--- src/rtl/serial_frame_tx.sv ---
// Parallel-in, serial-out frame transmitter: start bit, DATA_W data bits LSB first, stop bit.
// Define SERIAL_FRAME_TX_PARITY_EN to insert an even-parity bit between the last data bit and the stop bit.
module serial_frame_tx #(
  parameter int DATA_W       = 8,
  parameter int CLKS_PER_BIT = 4
) (
  input  logic              clk,
  input  logic              rst,
  input  logic [DATA_W-1:0] tx_data,
  input  logic              tx_valid,
  output logic              tx_ready,
  output logic              tx_out,
  output logic              busy,
  output logic [2:0]        state
);

  localparam int CW = (CLKS_PER_BIT > 1) ? $clog2(CLKS_PER_BIT) : 1;
  localparam int BW = $clog2(DATA_W) + 1;

  typedef enum logic [2:0] {
    IDLE   = 3'd0,
    START  = 3'd1,
    DATA   = 3'd2,
    PARITY = 3'd3,
    STOP   = 3'd4
  } state_t;

  state_t            cur, nxt;
  logic [CW-1:0]     cyc, cyc_n;
  logic [BW-1:0]     bit_cnt, bit_n;
  logic [DATA_W-1:0] shreg, shreg_n;
  logic              tx_n, busy_n, wrap;
`ifdef SERIAL_FRAME_TX_PARITY_EN
  logic              par, par_n;
`endif

  assign wrap     = (cyc == CW'(CLKS_PER_BIT - 1));
  assign tx_ready = (cur == IDLE);
  assign state    = cur;

  always_comb begin
    nxt     = cur;
    cyc_n   = wrap ? '0 : cyc + CW'(1);
    bit_n   = bit_cnt;
    shreg_n = shreg;
    tx_n    = tx_out;
`ifdef SERIAL_FRAME_TX_PARITY_EN
    par_n   = par;
`endif
    case (cur)
      IDLE: begin
        tx_n  = 1'b1;
        cyc_n = '0;
        bit_n = '0;
        if (tx_valid) begin
          nxt     = START;
          shreg_n = tx_data;
          tx_n    = 1'b0;
`ifdef SERIAL_FRAME_TX_PARITY_EN
          par_n   = ^tx_data;
`endif
        end
      end
      START: begin
        if (wrap) begin
          nxt  = DATA;
          tx_n = shreg[0];
        end
      end
      DATA: begin
        if (wrap) begin
          if (bit_cnt == BW'(DATA_W - 1)) begin
            bit_n = '0;
`ifdef SERIAL_FRAME_TX_PARITY_EN
            nxt   = PARITY;
            tx_n  = par;
`else
            nxt   = STOP;
            tx_n  = 1'b1;
`endif
          end else begin
            // shift first so the next bit to emit is always at position 0
            bit_n   = bit_cnt + BW'(1);
            shreg_n = shreg >> 1;
            tx_n    = shreg_n[0];
          end
        end
      end
`ifdef SERIAL_FRAME_TX_PARITY_EN
      PARITY: begin
        if (wrap) begin
          nxt  = STOP;
          tx_n = 1'b1;
        end
      end
`endif
      STOP: begin
        tx_n = 1'b1;
        if (wrap) nxt = IDLE;
      end
      default: begin
        nxt   = IDLE;
        tx_n  = 1'b1;
        cyc_n = '0;
        bit_n = '0;
      end
    endcase
    busy_n = (nxt != IDLE);
  end

  always_ff @(posedge clk or posedge rst) begin
    if (rst) begin
      cur     <= IDLE;
      cyc     <= '0;
      bit_cnt <= '0;
      shreg   <= '0;
      tx_out  <= 1'b1;
      busy    <= 1'b0;
`ifdef SERIAL_FRAME_TX_PARITY_EN
      par     <= 1'b0;
`endif
    end else begin
      cur     <= nxt;
      cyc     <= cyc_n;
      bit_cnt <= bit_n;
      shreg   <= shreg_n;
      tx_out  <= tx_n;
      busy    <= busy_n;
`ifdef SERIAL_FRAME_TX_PARITY_EN
      par     <= par_n;
`endif
    end
  end

endmodule

--- config.mk ---
export PLATFORM = sky130hd
export DESIGN_NAME = serial_frame_tx
export DESIGN_NICKNAME = d
export VERILOG_FILES = /design/src/rtl/serial_frame_tx.sv
export SDC_FILE = /design/constraint.sdc
export NUM_CORES = 1
export LEC_CHECK = 0
export ABC_AREA = 1
export CORE_UTILIZATION = 30
export CTS_BUF_LIST = sky130_fd_sc_hd__clkbuf_4
export CTS_CLUSTER_SIZE = 28
export DETAILED_ROUTE_END_ITERATION = 10
export GPL_TIMING_DRIVEN = 0
export PLACE_DENSITY = 0.48
export SLEW_MARGIN = 10
export SYNTH_ARGS = -nofsm -noshare
export SYNTH_HDL_FRONTEND = slang
export SYNTH_SLANG_ARGS = --single-unit
--- constraint.sdc ---
create_clock -name clk -period 1.6 [get_ports clk]
set_input_delay 0.32 -clock clk [delete_from_list [all_inputs] [get_ports clk]]
set_output_delay 0.32 -clock clk [all_outputs]
set_load 0.03 [all_outputs]
=== Word level (Yosys, flattened, before mapping) ===
Index checks and enable logic that the tools add are counted.

* Word-level logic and storage cells: 46
* Output and inout bits: 6
* Input port bits: 11
* Register bits: 19

* Add/sub/neg operators: 2
* Bitwise operators: 1
* Equal/unequal tests: 9
* Reductions and logical operators: 8
* Multiplexer cells: 20

{| class="wikitable"
|+ Operators by type and width
! cell !! count
|-
| 8-bit two-way mux || 3
|-
| 8-bit one-hot mux with 2 select lines || 1
|-
| 3-bit two-way mux || 5
|-
| 3-bit one-hot mux with 4 select lines || 1
|-
| 4-bit two-way mux || 2
|-
| 2-bit inequality test, second input constant || 4
|-
| 4-bit one-hot mux with 2 select lines || 1
|-
| 4-bit by 1-bit adder with 4-bit output, second input constant || 1
|-
| 4-bit by 3-bit == test with 1-bit output, second input constant || 1
|-
| 1-bit two-way mux || 4
|-
| 2-bit two-way mux || 2
|-
| 2-bit AND reduction || 2
|-
| 4-bit AND reduction || 1
|-
| 3-bit by 1-bit == test with 1-bit output, second input constant || 1
|-
| 3-bit by 2-bit == test with 1-bit output, second input constant || 1
|-
| 3-bit == test, second input constant || 1
|-
| 3-bit zero test || 1
|-
| 1-bit one-hot mux with 3 select lines || 1
|-
| 3-bit nonzero test || 1
|-
| 3-bit OR reduction || 1
|-
| 2-bit by 1-bit adder with 2-bit output, second input constant || 1
|-
| 2-bit == test, second input constant || 1
|-
| 2-bit nonzero test || 1
|-
| 2-bit OR reduction || 1
|-
| 1-bit NOT || 1
|}

=== Longest topological paths before layout ===
* Depth in word-level cells: 5
* Depth in mapped cells: 9
* Depth with buffers taken out: 8

=== Least setup slack after synthesis ===
OpenSTA, ideal clock, no wires.

* Kind: reg-to-reg
* Start: register cur[2] (netlist: state[2])
* End: register shreg[1]
* Data required time: 1.526 ns
* Setup time: 0.074 ns
* Clock period less this slack: 1.382 ns
* Stages on the path, launching flop included: 7
* Slack: 0.218 ns
* Buffers on the path: 1
* Arrival time: 1.308 ns
* Cells stage by stage: dfrtp_1 nor2_2 nand2_2 buf_6 o21ai_0 nand2_2 o21ai_2

* Longest elaborated chain between the ends: 3
* Elaborated cells on any way between the ends: 8
* Classes of those cells: eq/ne (4); mux (1); reduce/logical (3)

{| class="wikitable"
|+ RTL lines
! what !! line !! source
|-
| start, declared || 28 || <nowiki>state_t cur, nxt;</nowiki>
|-
| start signal, assigned || 123 || <nowiki>cur <= nxt;</nowiki>
|-
| 3-bit by 2-bit == test with 1-bit output or 3-bit zero test (tied branches) || 50 || <nowiki>case (cur)</nowiki>
|-
| 2-bit inequality test (no line) or 2-bit nonzero test (tied branches) || -- ||
|-
| 4-bit AND reduction (no line) || -- ||
|-
| end signal, assigned || 126 || <nowiki>shreg <= shreg_n;</nowiki>
|-
| end, declared || 31 || <nowiki>logic [DATA_W-1:0] shreg, shreg_n;</nowiki>
|}

Several ways; a longest one is shown, not always the timed one.
A chain may end at the register's enable or synchronous reset.

=== Worst setup path after layout ===
* Start: register tx_out
* End: output port tx_out

{| class="wikitable"
|+ RTL lines
! what !! line !! source
|-
| start, declared || 12 || <nowiki>output logic tx_out,</nowiki>
|-
| start signal, assigned || 127 || <nowiki>tx_out <= tx_n;</nowiki>
|}

No word-level cell between the ends.

==> impl_metrics.ini <==
[run]
maxCapViolations = 0

[run_status]
run_status = finished clean

[place]
pre_cts_slack_ps = -152
post-place-cells = 196
place.gp.congestion = 0.791
detailed_place.area_sq_um = 1290
dp_hpwl_um = 1590
number_of_input_and_output_port_buffers_inserted = 16

[global_routing]
grtUsageTotal = 0.130
grt_remaining_overflow = 0
antenna_found_initial = 0
grt_first_pass_wirelength_um = 3580
grt_pass1_vias = 838
grt_max_degree = 20

[sta]
max_freq_mhz = 657
finalSetupTns_ps = 0
finalHoldViolCount = 0
share_of_the_clock_period_used_by_the_worst_path = 0.951
finClkSkew_ps = 2.30
hold_ws_ps = 437
tightestPinTransition_ps = 728
rsz0062_at_grt = no
maxSlewHeadroom = 0.514
final.min_clock_period_ps = 1520
setup_ws_ps = 77.7
finalSetupViolations = 0
slew_viol_final = 0

[setup_path]
worstPathArrival_ps = 1200
timing_worst_setup_path_type = flop to output port
critPathTopFamily = flip-flops
crit_required_ps = 1280
crit_buf_inv = 1
critical_path.cell_chain = clkdlybuf4s15_1
worst_setup_path_end_kind = output port
startpoint_type = flop
critPathSlowestCell = dfstp_2
crit_fanout = 2
worst_path_largest_cell_delay_ps = 550

[finish]
fin_cells = 207
final_nets = 175
diodes = 0
filler_cells = 353
post-route-util = 0.412
multi_input_comb_area_sq_um = 492
post_route_cells_drive_above_1_share = 0.224
finalInstanceArea_sq_um = 1400
syn2layout_area_growth_pct = 29.5
regArea_sq_um = 479

[logic_synthesis]
async_set_reset_flop_share_out_of_synthesis = 1.00
synth_edf_count = 0
synth.lib_cells_used.distinct = 19
synthesis_warning_total = 0
synth_seq_cells = 19
syn_inst = 134
postSynthNetCount = 147
avgSynthCellArea_sq_um = 8.04
synth_area_leader_cell = dfrtp_1
ys_dominant_reg_cell = dfrtp_1
syn_area_sq_um = 1080
ys_seq_area_frac = 0.443
synth_commonest_cells = nand2_1 (31), inv_1 (22), dfrtp_1 (18), o21ai_0 (13), nor2_1 (11)
netlist.area_leader.share = 0.418
post_synth_main_area_contributors = dfrtp_1 (42%), nand2_1 (11%), inv_1 (7.7%), o21ai_2 (6.5%), o21ai_0 (6.0%)
yosys.cell_count.top_type = nand2_1

[drt]
finalWirelength_um = 2150
drt-vias-per-instance = 4.34
detail_route_met3_wl_um = 46
detail_route.iter0.violations = 15
pre_repair_dr_iteration_count = 4
wl_met2_um = 1050
highest-signal-layer = met4
drt-met1-wl_um = 1040
dr_total_vias = 898
route.antenna.remaining_nets = 0
route.detailed.drc = 0
avgRoutedWirePerCell_um = 10.4

[cts]
clk_path_buf_depth = 2
cts_root_buffer = clkbuf_4
clk_latency_ps = 290
cts_tree = yes
htreeDepth = 1
number_of_buffers_added_by_the_clock_tree_synthesis_step = 3
numClockSinks = 19
cts.clk_slew.worst_paths_ps = 100

[die]
ioPinCount = 17
row_count = 21
fp.coreArea_sq_um = 3390
start_util = 0.318
floorplan.die.width_um = 61.9
fp.dieH_um = 61.9
die_area_sq_um = 3830

[min_path]
worst_hold_path_type = input port to asynchronous set/reset pin

[pwr]
maximum_vdd_drop_v = 0.000637
power_per_cell_area_nw_per_um2 = 1640
leakage_nw = 0.745
post-layout-total-power_mw = 2.29
flip-flops by register name (all words and copies together) (netlist names):
register,cells
tx_out,1
cyc,2
bit_cnt,4
busy,1
state,3
shreg,8
per-layer routing:
| layer | up-vias | track usage |
|---|---|---|
| met1 | 413 | 0.162 |
| met4 | 0 | 0.0286 |
| li1 | 477 | - |
| met5 | - | 0 |
| met3 | 2 | 0.0373 |
| met2 | 6 | 0.224 |
worst register-to-register path, cell delays in order, from the launching register on:
cell	delay, ps
dfrtp_1	420
ha_1	240
nand2_1	90
nor2_2	60
nand2_1	60
nand2_1	70
nor2_4	210
buf_4	160
nand2_1	60
o21ai_2	50
cells by family (layout without fill, tap and decap cells):
family | Yosys count | count (layout) | synth area share
AOI/OAI and AO/OA | 25 | 25 | 0.144
xor gates and xnor gates | 1 | 1 | 0.00813
adders and majority gates | 2 | 2 | 0.0232
buffers and inverters | 24 | 51 | 0.106
DFF | 19 | 19 | 0.443
and+or+nand+nor | 63 | 63 | 0.276
cell usage in the layout (no fill, tap or decap), drive strengths merged:
cell type and instances:
a21oi 4, buf 8, clkbuf 6, clkdlybuf4s15 1, clkdlybuf4s50 10, dfrtp 18
dfstp 1, dlygate4sd2 4, ha 2, inv 22, nand2 35, nand3 10
nand3b 1, nand4 1, nor2 16, o21ai 21, xor2 1
report_power, final:
part | switching, mW | internal (mW) | leakage, nW
logic | 0.731 | 0.547 | 0.489
clock network | 0.143 | 0.114 | 0.0184
registers | 0.0833 | 0.667 | 0.237
timing repair:
action,CTS,global route
buffers inserted,0,6
hold endpoints to repair,0,0
gates resized for setup,13,2
pin swaps,0,2
endpoints found under the setup margin,6,4
hold buffers,0,0
cloned,0,1
final cells by class:
cell class | count | share of cell area
flip-flops and latches | 19 | 0.343
well taps | 46 | 0.0413
clock buffers | 4 | 0.0215
plain buffers | 2 | 0.0224
repair buffers | 23 | 0.160
multi-input cells | 91 | 0.352
inverters | 22 | 0.0592
path summary, 6_finish.rpt:
kind / from / endpoint / slack, ps / depth (start not counted)
max reg2reg: bit_cnt[0] / shreg[5] / 110 / 9
min reg2reg: cyc[0] / cyc[0] / 520 / 3
max: tx_out / tx_out / 80 / 1
min in group clk: cyc[0] / cyc[0] / 520 / 3
min: rst / shreg[6] / 440 / 2
max in group asynchronous: rst / state[2] / 660 / 2
(Power assumes the default switching activity.)
